$ cat config.mk
export PLATFORM = sky130hd
export DESIGN_NAME = rca_serial_addsub
export DESIGN_NICKNAME = d
export VERILOG_FILES = /design/src/rtl/rca_serial_addsub.sv
export SDC_FILE = /design/constraint.sdc
export NUM_CORES = 1
export LEC_CHECK = 0
export CORE_MARGIN = 1
export CORE_UTILIZATION = 44
export DETAILED_ROUTE_END_ITERATION = 16
export MAX_ROUTING_LAYER = met4
export PLACE_DENSITY_LB_ADDON = 0.25
export REMOVE_ABC_BUFFERS = 1
export SETUP_SLACK_MARGIN = 0.3
export SLEW_MARGIN = 5
export SYNTH_ARGS = -nofsm -noshare
export SYNTH_HDL_FRONTEND = slang
export SYNTH_SLANG_ARGS = --single-unit
$ cat constraint.sdc
create_clock -name clk -period 1.5 [get_ports clk]
set_input_delay 0.3 -clock clk [delete_from_list [all_inputs] [get_ports clk]]
set_output_delay 0.3 -clock clk [all_outputs]
set_load 0.02 [all_outputs]
$ cat src/rtl/rca_serial_addsub.sv
// Bit-serial add/subtract: one full-adder slice plus a carry/borrow flop,
// LSB first, one bit per clock, start/done handshake.
module rca_serial_addsub #(
    parameter int WIDTH = 4,
    parameter int CNT_W = 3
) (
    input  logic             clk,
    input  logic             rst,
    input  logic             start,
    input  logic             sub,
    input  logic [WIDTH-1:0] a,
    input  logic [WIDTH-1:0] b,
    input  logic             cin,
    output logic             busy,
    output logic             done,
    output logic [WIDTH-1:0] sum,
    output logic             co
);

    typedef enum logic {IDLE = 1'b0, RUN = 1'b1} state_t;

    // Handshake: start is honoured only in IDLE (including the done cycle);
    // done pulses for one cycle after the last bit, and sum/co then hold
    // until the next accepted start clears them.
    state_t           state;
    logic [WIDTH-1:0] a_sh;
    logic [WIDTH-1:0] b_sh;
    logic             sub_q;
    logic             c;
    logic [CNT_W-1:0] cnt;

    logic ai;
    logic bi;
    logic s_bit;
    logic c_next;

    always_comb begin
        ai     = a_sh[0];
        bi     = b_sh[0];
        s_bit  = ai ^ bi ^ c;
        c_next = sub_q ? ((~ai & bi) | (~ai & c) | (bi & c))
                       : ((ai & bi) | (ai & c) | (bi & c));
    end

    always_ff @(posedge clk or posedge rst) begin
        if (rst) begin
            state <= IDLE;
            a_sh  <= '0;
            b_sh  <= '0;
            sub_q <= 1'b0;
            c     <= 1'b0;
            cnt   <= '0;
            busy  <= 1'b0;
            done  <= 1'b0;
            sum   <= '0;
            co    <= 1'b0;
        end else begin
            done <= 1'b0;
            case (state)
                IDLE: begin
                    if (start) begin
                        a_sh  <= a;
                        b_sh  <= b;
                        sub_q <= sub;
                        c     <= cin;
                        cnt   <= '0;
                        sum   <= '0;
                        co    <= 1'b0;
                        busy  <= 1'b1;
                        state <= RUN;
                    end
                end
                RUN: begin
                    // Result enters from the MSB side so bit 0 lands at sum[0]
                    // after WIDTH shifts.
                    sum  <= {s_bit, sum[WIDTH-1:1]};
                    a_sh <= {1'b0, a_sh[WIDTH-1:1]};
                    b_sh <= {1'b0, b_sh[WIDTH-1:1]};
                    c    <= c_next;
                    cnt  <= cnt + CNT_W'(1);
                    if (cnt == CNT_W'(WIDTH - 1)) begin
                        co    <= c_next;
                        busy  <= 1'b0;
                        done  <= 1'b1;
                        state <= IDLE;
                    end
                end
                default: state <= IDLE;
            endcase
        end
    end

endmodule

# Yosys cells after proc, flatten, opt, wreduce, memory -nomap -nowiden
# Cells that the tools add are included.
# classes
n_eq_ne	3
reduce_logical	2
muxes	22
add_sub_neg	1
n_bitwise	13
n_shift	0
div	0
order_cmp	0
n_mul	0
# op_table
op	n
$pmux W4 S2	3
$mux W4	3
$mux W1	10
$pmux W1 S2	4
$pmux W3 S2	1
$and A1 B1 Y1	5
$or A1 B1 Y1	4
$reduce_and A2 Y1	2
$add A3 B1 Y3 const B	1
$eq A3 B2 Y1 const B	1
$mux W3	1
$ne A2 B1 Y1 const B	1
$ne A2 B2 Y1 const B	1
$not A1 Y1	2
$xor A1 B1 Y1	2
# word_totals
n_memories	0
regBits	21
romBits	0
latchBits	0
output_inout_bits	7
ramBits	0
word_cells	51

# Logic depth before layout (Yosys ltp)
# Gate-level depths: netlist of the first run.
# depth
ltp_word	7
ltp_mapped	5

# Worst setup path after synthesis of the first run
# No wires, ideal clock.
# synth_path
kind	reg-to-reg
start	reg a_sh[0]
end	reg c
period_less_slack_ns	1.373
path_stages_with_launch	5
arrival_ns	1.244
setup_slack_ns	0.127
cell_sequence	dfrtp_1 -> ha_1 -> or4_4 -> o211ai_2 -> a21oi_2
# synth_between
elab_chain_len	6
# synth_rtl
item	line_no	source
start: declaration	26	logic [WIDTH-1:0] a_sh;
start signal: assignment	77	a_sh <= {1'b0, a_sh[WIDTH-1:1]};
$not A1 Y1	41	c_next = sub_q ? ((~ai & bi) | (~ai & c) | (bi & c))
$and A1 B1 Y1	41	
$or A1 B1 Y1 (2 in series)	41	
$mux W1 *	41	
$pmux W1 S2 *	59	case (state)
end signal: assignment	65	c <= cin;
end signal: assignment	79	c <= c_next;
end: declaration	29	logic c;
# Every way passes the cells marked *; elsewhere a longest branch is shown, timed or not.
# A chain may end at the register's enable or synchronous reset.

# Worst setup path in the final report of the first run
# Ends and elaborated chain as after synthesis.

==> impl_metrics.toml, run 1 <==
[sta]
fin_tns_setup_ns = 0
timing.max_slew.rel_slack = 0.827
timing.final.ws_setup_ns = 0.0631
fin_crit_ns = 1.44
grt_setup_unrepaired = "true"
tightestPinTransition_ns = 0.258
max_freq_mhz = 696
timing.final.setup_violations = 0
worst_clock_skew_ns = 0.0121
drv_slew = 0
period_share = 0.958
hold_viol = 0

[cts]
clock-root-buffer = "sky130_fd_sc_hd__clkbuf_4"
cts_hold_buf = 0
clock-sinks = 21
numCtsBuffers = 3
worst_skew_pair.late_latency_ns = 0.31
cts_tree = "built"
max-clock-path-buffers = 2
cts_htree_levels = 1
cts.clk_slew.worst_paths_ns = 0.12

[logic_synthesis]
synth.lib_cells_used.distinct = 24
main_combinational_cell_family_by_area_after_synthesis = "simple AND/OR/NAND/NOR gates"
synthesis.area_per_instance_um2 = 10.8
yosysWarnings = 0
synth_simple_gate_area_frac = 0.131
post_synth_mux_area_share = 0.105
synth.cell_area_um2 = 976
synth_enable_flop_cells = 0
ys_dominant_reg_cell = "sky130_fd_sc_hd__dfrtp_1"
synthCells = 90
yosysTopAreaCell = "sky130_fd_sc_hd__dfrtp_1"
yosysSeqAreaShare = 0.538
ys_top_cells_by_count = "sky130_fd_sc_hd__dfrtp_1 (21), sky130_fd_sc_hd__nand2_1 (14), sky130_fd_sc_hd__o21ai_0 (11)"
netlist.area_leader.share = 0.538
async_reset_ff_frac = 1.00
synth-seq-cells = 21
post_synth_xor_area_fraction = 0.00897
fraction_of_the_mapped_netlist_area_in_compound_gates = 0.113
synth-adder-area-share = 0.0513
synth.most_common_cell = "sky130_fd_sc_hd__dfrtp_1"
synthTopCellsByArea = "sky130_fd_sc_hd__dfrtp_1 (54%), sky130_fd_sc_hd__mux2i_1 (8.2%), sky130_fd_sc_hd__o21ai_0 (5.6%), sky130_fd_sc_hd__nand2_1 (5.4%), sky130_fd_sc_hd__ha_1 (5.1%)"

[worst_setup_path]
crit_path_top_delay_cell = "sky130_fd_sc_hd__or4_4"
crit_family = "simple AND/OR/NAND/NOR gates"
worst-endpoint-arrival_ns = 1.62
setup.reg_to_reg.worst_slack_ns = 0.06
startpoint_type = "register"
cp_data_required_time_ns = 1.68
critical_path_class = "reg2reg"
crit_path_cell_trace = "ha_2 -> or4_4 -> o211ai_4 -> a21oi_2"
worstPathMaxFanout = 4
critical_path.max_stage_delay_ns = 0.50
critical_path.n_buffers_inverters = 0
setup.worst_path.end_class = "register"

[power]
maximum_vdd_drop_mv = 1.02
powerDensity_nw_per_um2 = 1900
total_leakage_power_nw = 0.629

[cells_and_area]
antenna_cells = 0
final_layout_size_suffix_gt1_frac = 0.292
fillers = 171
final_net_count = 138
area_growth_syn_to_layout_pct = 34.4

[placement]
io_buffer_count = 19
hpwl_detailed_um = 1270
globalplace.congestion = 0.751
preCtsSetupSlack_ns = -0.0395

[worst_hold_path]
worstHoldPathType = "in2async"

[detailed_routing]
detail-route-antenna-nets = 0
detail_route.wl_per_cell_um = 12.8
final_wl_um = 1880
routed_via_density = 4.99
via_count = 734
drc = 0
drtPass1Iterations = 4
drt_iter0_drc = 9

[floorplan]
floorplan.initialDensity = 0.483
floorplan.core_area_um2 = 2020
row_count = 16
floorplan.die_area_um2 = 2410
die_height_um = 49.1
die_width_um = 49.1
io-pin-count = 20

[global_route]
grt_max_degree = 22
via_count_of_the_first_global_routing_pass = 689
grt_first_pass_wirelength_um = 3130
globalRouteTotalUtil = 0.178
antenna_found_initial = 0
overflow = 0

[outcome]
run_status = "finished clean"

[job]
drv_cap = 0
[final timing paths]
path,start,endpoint,cells after the start
max,a_sh[0],c,4
min,rst,sum[2],3
max reg2reg,a_sh[0],c,4
min reg2reg,a_sh[3],a_sh[2],2
max in group asynchronous,rst,state,3
min in group clk,a_sh[3],a_sh[2],2
[layer usage]
layer  wire, µm  GRT usage  vias up
met5          0          -        -
met4         13     0.0735        0
met3         62     0.0280        2
met2        903      0.269       16
met1        899      0.238      351
li1           -          -      365
[state kept, by name (all words and copies together) (netlist names)]
signal and count:
done 1, sub_q 1, co 1, c 1, cnt 3, busy 1
state 1, a_sh 4, sum 4, b_sh 4
[power by group]
part	internal (mW)	leakage (nW)	switching, mW
combinational	0.638	0.344	0.594
clock	0.0994	0.0177	0.169
sequential	0.800	0.268	0.194
[metrics by stage]
| stage | cell area [µm²] | util | hold slack [ns] | total power [mW] | instances |
|---|---|---|---|---|---|
| 6_report | 1310 | 0.649 | 0.304 | 2.49 | 147 |
| 3_5_place_dp | 1200 | 0.594 | 0.472 | 2.00 | 136 |
| 3_3_place_gp | 1200 | 0.594 | 0.457 | 1.95 | 136 |
| 5_1_grt | 1310 | 0.649 | 0.338 | 2.68 | 147 |
| 4_1_cts | 1230 | 0.609 | 0.306 | 2.30 | 143 |
| 2_1_floorplan | 947 | - | 0.277 | 1.60 | 86 |
[area by class of cell]
class | count | area (µm²) | area share
multi-input combinational | 59 | 437 | 0.333
tap | 27 | 33.8 | 0.0258
inverter | 6 | 22.5 | 0.0172
timing repair buffer | 30 | 264 | 0.201
clock buffer | 3 | 22.5 | 0.0172
sequential | 21 | 527 | 0.402
clock inverter | 1 | 5.00 | 0.00382
[worst register-to-register path: stages, from the launching register on]
cell and delay, ns:
sky130_fd_sc_hd__dfrtp_1 0.43, sky130_fd_sc_hd__ha_2 0.21, sky130_fd_sc_hd__or4_4 0.50, sky130_fd_sc_hd__o211ai_4 0.11, sky130_fd_sc_hd__a21oi_2 0.08
[layout by cell type, fill, tap and decap left out, types with 2 or more instances in the layout]
cell type	count
sky130_fd_sc_hd__clkdlybuf4s50_1	12
sky130_fd_sc_hd__nand2_1	13
sky130_fd_sc_hd__mux2i_1	8
sky130_fd_sc_hd__ha_1	2
sky130_fd_sc_hd__inv_1	5
sky130_fd_sc_hd__nor2_1	7
sky130_fd_sc_hd__o21ai_0	11
sky130_fd_sc_hd__buf_4	9
sky130_fd_sc_hd__dfrtp_1	20
sky130_fd_sc_hd__buf_6	5
sky130_fd_sc_hd__buf_2	4
sky130_fd_sc_hd__clkbuf_4	3
[cell families (layout without fill, tap and decap cells)]
| family | after synthesis | after routing |
|---|---|---|
| XOR/XNOR | 1 | 1 |
| flip-flops | 21 | 21 |
| adder cells (fa/ha/maj) | 4 | 4 |
| AND/OR/NAND/NOR | 27 | 27 |
| AO/OA/AOI/OAI | 17 | 17 |
| multiplexers | 10 | 10 |
| buffers and inverters | 10 | 40 |
[repair_timing]
action	4_1_cts	5_1_grt
endpoints found under the setup margin	10	12
endpoints found under the hold margin	0	0
gates resized for setup	27	17
gates cloned	0	0
pin swaps	4	7
setup buffers	3	4
Note: power is estimated with default switching activity, not from simulation.
==> inputs of run 2 (changes only) <==
--- a/config.mk
+++ b/config.mk
@@ -5,8 +5,8 @@
 export SDC_FILE = /design/constraint.sdc
 export NUM_CORES = 1
 export LEC_CHECK = 0
-export CORE_MARGIN = 1
-export CORE_UTILIZATION = 44
+export CORE_ASPECT_RATIO = 2
+export CORE_UTILIZATION = 30
 export DETAILED_ROUTE_END_ITERATION = 16
 export MAX_ROUTING_LAYER = met4
 export PLACE_DENSITY_LB_ADDON = 0.25
==> run 2 against run 1 <==
Against the previous run: routed wire length is 0.32% lower; critical path type unchanged; combinational power down 19%; first-iteration DRC count is 11% lower; cell count rose by 0.68%.
==> impl_metrics.toml, run 2 (synthesis gave the netlist of run 1 again) <==
[power]
maximum_vdd_drop_mv = 0.949
power.share.clock = 0.154
powerDensity_nw_per_um2 = 1870
seq_power_share = 0.420
fin_total_pwr_mw = 2.35
power_report.internal_total_mw = 1.47
total_leakage_power_nw = 0.615
power.share.combinational = 0.426
sw_frac_of_total = 0.374
switching_power_uw = 878

[floorplan]
floorplan.initialDensity = 0.313
die_width_um = 42.3
io-pin-count = 20
floorplan.core_area_um2 = 3120
row_count = 29
floorplan.die_area_um2 = 3500
die_height_um = 82.7

[sta]
worst_clock_skew_ns = 0.00335
grt_setup_unrepaired = "true"
tightestPinTransition_ns = 0.313
drv_slew = 0
fin_crit_ns = 1.39
max_freq_mhz = 720
final_layout_worst_hold_slack_ns = 0.360
hold_viol = 0
timing.final.ws_setup_ns = 0.111
period_share = 0.926
timing.max_slew.rel_slack = 0.791
timing.final.setup_violations = 0

[cells_and_area]
layout_top_registers = "a_sh (4), b_sh (4), sum (4)"
multi_input_area_um2 = 413
fillers = 313
most-common-layout-cells = "sky130_fd_sc_hd__dfrtp_1 (21), sky130_fd_sc_hd__nand2_1 (13), sky130_fd_sc_hd__o21ai_0 (11), sky130_fd_sc_hd__clkdlybuf4s50_1 (11)"
area_growth_syn_to_layout_pct = 29.1
antenna_cells = 0
layout.cells.most_common = "sky130_fd_sc_hd__dfrtp_1"
final_net_count = 135
final_core_utilization = 0.404
non_filler_instance_count_after_layout = 148
final-seq-area_um2 = 526
final_layout_size_suffix_gt1_frac = 0.239

[global_route]
via_count_of_the_first_global_routing_pass = 785
grt_max_degree = 22
antenna_found_initial = 0
grt_first_pass_wirelength_um = 3310
overflow = 0
globalRouteTotalUtil = 0.128

[detailed_routing]
drc = 0
routed_via_density = 4.81
via_count = 712
maxUsedRoutingLayer = "met4"
drt_iter0_drc = 8
met1_length_um = 782
detail-route-antenna-nets = 0
detail_route.wl_per_cell_um = 12.7
met2_wirelength_um = 1010
wl_met3_um = 39
drtPass1Iterations = 5
final_wl_um = 1870

[cts]
numCtsBuffers = 3
clock-root-buffer = "sky130_fd_sc_hd__clkbuf_8"
worst_skew_pair.late_latency_ns = 0.26
cts.clk_slew.worst_paths_ns = 0.08
max-clock-path-buffers = 2
clock-sinks = 21
cts_htree_levels = 1
cts_hold_buf = 0
cts_tree = "built"

[worst_setup_path]
crit_path_top_delay_cell = "sky130_fd_sc_hd__or4_4"
crit_start = "b_sh[0]"
worstPathMaxFanout = 4
critical_path_class = "reg2reg"
crit_family = "simple AND/OR/NAND/NOR gates"
critical_path.n_buffers_inverters = 0
rr_startpoint = "b_sh[0]"
cp_data_required_time_ns = 1.64
setup.worst_path.end_class = "register"
critical_path.max_stage_delay_ns = 0.49
worst-endpoint-arrival_ns = 1.53
startpoint_type = "register"
crit_path_cell_trace = "ha_2 -> or4_4 -> o211ai_4 -> a21oi_2"

[placement]
place.detailed.instances = 142
hpwl_detailed_um = 1400
globalplace.congestion = 0.749
io_buffer_count = 19
preCtsSetupSlack_ns = -0.0182

[worst_hold_path]
worstHoldPathType = "in2async"

[outcome]
run_status = "finished clean"

[job]
drv_cap = 0
==> run 2: path summary, 6_finish.rpt <==
kind	endpoint	cells past startpoint	slack (ns)
setup / recovery	c	4	0.11
hold / removal	sum[2]	3	0.36
setup reg to reg	c	4	0.11
hold reg to reg	a_sh[0]	2	0.48
max in group asynchronous	sub_q	3	0.93
min in group clk	a_sh[0]	2	0.48
==> run 2: final cells by class <==
class | instances | share of cell area
well taps | 31 | 0.0308
flip-flops and latches | 21 | 0.417
repair buffers | 27 | 0.170
clock inverters | 1 | 0.00397
clock buffers | 3 | 0.0328
inverters | 6 | 0.0179
multi-input cells | 59 | 0.328
==> run 2: power by group through the flow <==
| stage | Sequential, mW | Clock [mW] | Combinational [mW] |
|---|---|---|---|
| 5_1_grt | 1.02 | 0.397 | 1.14 |
| 4_1_cts | 0.990 | 0.381 | 1.01 |
| 3_5_place_dp | 1.00 | 0 | 1.02 |
| 6_report | 0.986 | 0.362 | 1.00 |
| 3_3_place_gp | 0.994 | 0 | 0.981 |
| 2_1_floorplan | 1.09 | 0 | 0.513 |
==> run 2: what timing repair did <==
item	4_1_cts	5_1_grt
endpoints found under the setup margin	16	9
resized for setup	26	5
buffers inserted	1	1
pin swaps	3	0
==> run 2: worst reg2reg max path, cell delays in order (launching register included) <==
cell and delay [ns]:
sky130_fd_sc_hd__dfrtp_1 0.42, sky130_fd_sc_hd__ha_2 0.20, sky130_fd_sc_hd__or4_4 0.49, sky130_fd_sc_hd__o211ai_4 0.10, sky130_fd_sc_hd__a21oi_2 0.07
==> run 2: metrics by stage <==
| stage | TNS [ns] | instance area, µm² |
|---|---|---|
| after floorplan | 0 | 947 |
| final | 0 | 1260 |
| after detailed placement | -0.0346 | 1220 |
| after global routing | 0 | 1260 |
| after global placement | 0 | 1220 |
| after CTS | 0 | 1270 |
==> run 2: per-layer routing <==
layer / global-route usage / vias up
met4: 0.0844 / 0
met5: - / -
met1: 0.141 / 343
met3: 0.0130 / 4
li1: - / 355
met2: 0.218 / 10
==> inputs of run 3 (changes only) <==
--- a/config.mk
+++ b/config.mk
@@ -7,6 +7,7 @@
 export LEC_CHECK = 0
 export CORE_ASPECT_RATIO = 2
 export CORE_UTILIZATION = 30
+export CTS_CLUSTER_DIAMETER = 80
 export DETAILED_ROUTE_END_ITERATION = 16
 export MAX_ROUTING_LAYER = met4
 export PLACE_DENSITY_LB_ADDON = 0.25
==> constraint.sdc (replaced) <==
create_clock -name clk -period 1.1 [get_ports clk]
set_input_delay 0.22 -clock clk [delete_from_list [all_inputs] [get_ports clk]]
set_output_delay 0.22 -clock clk [all_outputs]
set_load 0.02 [all_outputs]
==> run 3 against run 2 <==
Against the previous run: the flow now finishes with violations (negative setup slack); worst hold slack got worse by 0.088 ns; power up 89%; final area increased by 30%; largest power group unchanged; sequential cell count stayed put; utilization increased by 12 points; worst setup slack got worse by 0.40 ns; via count is 15% higher; highest routed layer unchanged; clock-buffer cell count unchanged; global-route usage up 2.2 points; sequential share of layout area is 9.4 points lower; clock skew rose by 0.0014 ns.
==> impl_metrics.toml, run 3 (synthesis gave the netlist of run 1 again) <==
[job]
drv_cap = 0

[worst_setup_path]
crit_path_top_delay_cell = "sky130_fd_sc_hd__or4_4"
rr_startpoint = "a_sh[0]"
r2r_cells = 4
setup.reg_to_reg.worst_slack_ns = -0.29
crit_family = "simple AND/OR/NAND/NOR gates"
setup.worst_path.end_class = "register"
critical_path_class = "reg2reg"
critical_path.max_stage_delay_ns = 0.49
cp.depth = 4
cp_data_required_time_ns = 1.24
startpoint_type = "register"
crit_path_cell_trace = "ha_2 -> or4_4 -> o211ai_4 -> a21oi_2"
critical_path.n_buffers_inverters = 0
worst-endpoint-arrival_ns = 1.53
worstPathMaxFanout = 4
terminus_of_the_critical_flop_to_flop_path = "c"

[sta]
tightestPinTransition_ns = 0.290
hold_viol = 0
timing.max_slew.rel_slack = 0.806
drv_slew = 0
max_freq_mhz = 719
worst_clock_skew_ns = 0.00477
period_share = 1.26
fin_crit_ns = 1.39
grt_setup_unrepaired = "true"
timing.final.setup_violations = 4
timing.final.ws_setup_ns = -0.291
final_layout_worst_hold_slack_ns = 0.272

[global_route]
antenna_found_initial = 0
via_count_of_the_first_global_routing_pass = 856
grt_first_pass_wirelength_um = 3840
globalRouteTotalUtil = 0.150
grt_max_degree = 22
overflow = 0

[cells_and_area]
post-route-cell-area_um2 = 1630
antenna_cells = 0
final_net_count = 155
layout_top_registers = "a_sh (4), b_sh (4), sum (4)"
area_growth_syn_to_layout_pct = 67.3
fillers = 277
most-common-layout-cells = "sky130_fd_sc_hd__dfrtp_1 (20), sky130_fd_sc_hd__buf_4 (20), sky130_fd_sc_hd__buf_6 (13)"
final_layout_size_suffix_gt1_frac = 0.496

[detailed_routing]
detail_route.wl_per_cell_um = 13.8
detail-route-antenna-nets = 0
routed_via_density = 4.86
via_count = 817
final_wl_um = 2310
drtPass1Iterations = 4
drc = 0
drt_iter0_drc = 13

[cts]
cts.clk_slew.worst_paths_ns = 0.08
cts_hold_buf = 0
worst_skew_pair.late_latency_ns = 0.26
numCtsBuffers = 3
cts_htree_levels = 1
clock-sinks = 21
max-clock-path-buffers = 2
cts_tree = "built"
clock-root-buffer = "sky130_fd_sc_hd__clkbuf_8"

[floorplan]
io-pin-count = 20
floorplan.initialDensity = 0.313
die_width_um = 42.3
row_count = 29
floorplan.die_area_um2 = 3500
die_height_um = 82.7
floorplan.core_area_um2 = 3120

[placement]
globalplace.congestion = 0.742
io_buffer_count = 19
placement.cell_area_um2 = 1300
hpwl_detailed_um = 1600
preCtsSetupSlack_ns = -0.334

[power]
fin_total_pwr_mw = 4.45
powerDensity_nw_per_um2 = 2730
total_leakage_power_nw = 0.786
maximum_vdd_drop_mv = 1.51

[worst_hold_path]
worstHoldPathType = "in2async"

[outcome]
run_status = "finished, violations left"
violations = "negative setup slack"
run 3: final cells by class:
cell class                 count  area (µm²)  area share
multi-input combinational     59         527       0.323
sequential                    21         527       0.323
inverter                       6        37.5      0.0230
clock inverter                 1        5.00     0.00307
tap                           31        38.8      0.0238
timing repair buffer          47         457       0.280
clock buffer                   3        41.3      0.0253
run 3: worst max-delay path by stage:
| stage | startpoint | end | slack [ns] |
|---|---|---|---|
| detailed placement | b_sh[0] | c | -0.33 |
| global placement | b_sh[0] | c | -0.30 |
| finish | a_sh[0] | c | -0.29 |
| CTS | b_sh[0] | c | -0.30 |
| floorplan | a_sh[0] | c | -0.29 |
| global route | a_sh[0] | c | -0.34 |
run 3: stage by stage:
step	TNS [ns]	cells	utilization
after floorplan	-0.864	86	-
after global placement	-4.93	151	0.417
after detailed placement	-5.50	151	0.417
after CTS	-0.809	161	0.473
after global routing	-0.962	168	0.523
final	-0.775	168	0.523
run 3: power by group:
| part | leakage (nW) | total, mW | switching [mW] | internal (mW) |
|---|---|---|---|---|
| registers | 0.268 | 1.37 | 0.280 | 1.09 |
| logic | 0.493 | 2.58 | 1.11 | 1.46 |
| clock network | 0.0255 | 0.502 | 0.250 | 0.252 |
| total | 0.786 | 4.45 | 1.64 | 2.81 |
run 3: repair_timing:
| action | CTS | global route |
|---|---|---|
| gates cloned | 0 | 0 |
| pin swaps | 7 | 10 |
| setup endpoints to repair | 28 | 28 |
| resized for setup | 65 | 36 |
| setup buffers | 6 | 7 |
run 3: per-layer routing:
metal,up-vias,wire [µm],GRT usage
li1,402,-,-
met1,403,882,0.167
met2,10,1370,0.263
met3,2,39,0.0196
met4,0,25,0.0719
met5,-,0,-
run 3: worst reg2reg max path, stage by stage (launching register included):
cell and delay, ns:
sky130_fd_sc_hd__dfrtp_1 0.42, sky130_fd_sc_hd__ha_2 0.20, sky130_fd_sc_hd__or4_4 0.49, sky130_fd_sc_hd__o211ai_4 0.10, sky130_fd_sc_hd__a21oi_2 0.07
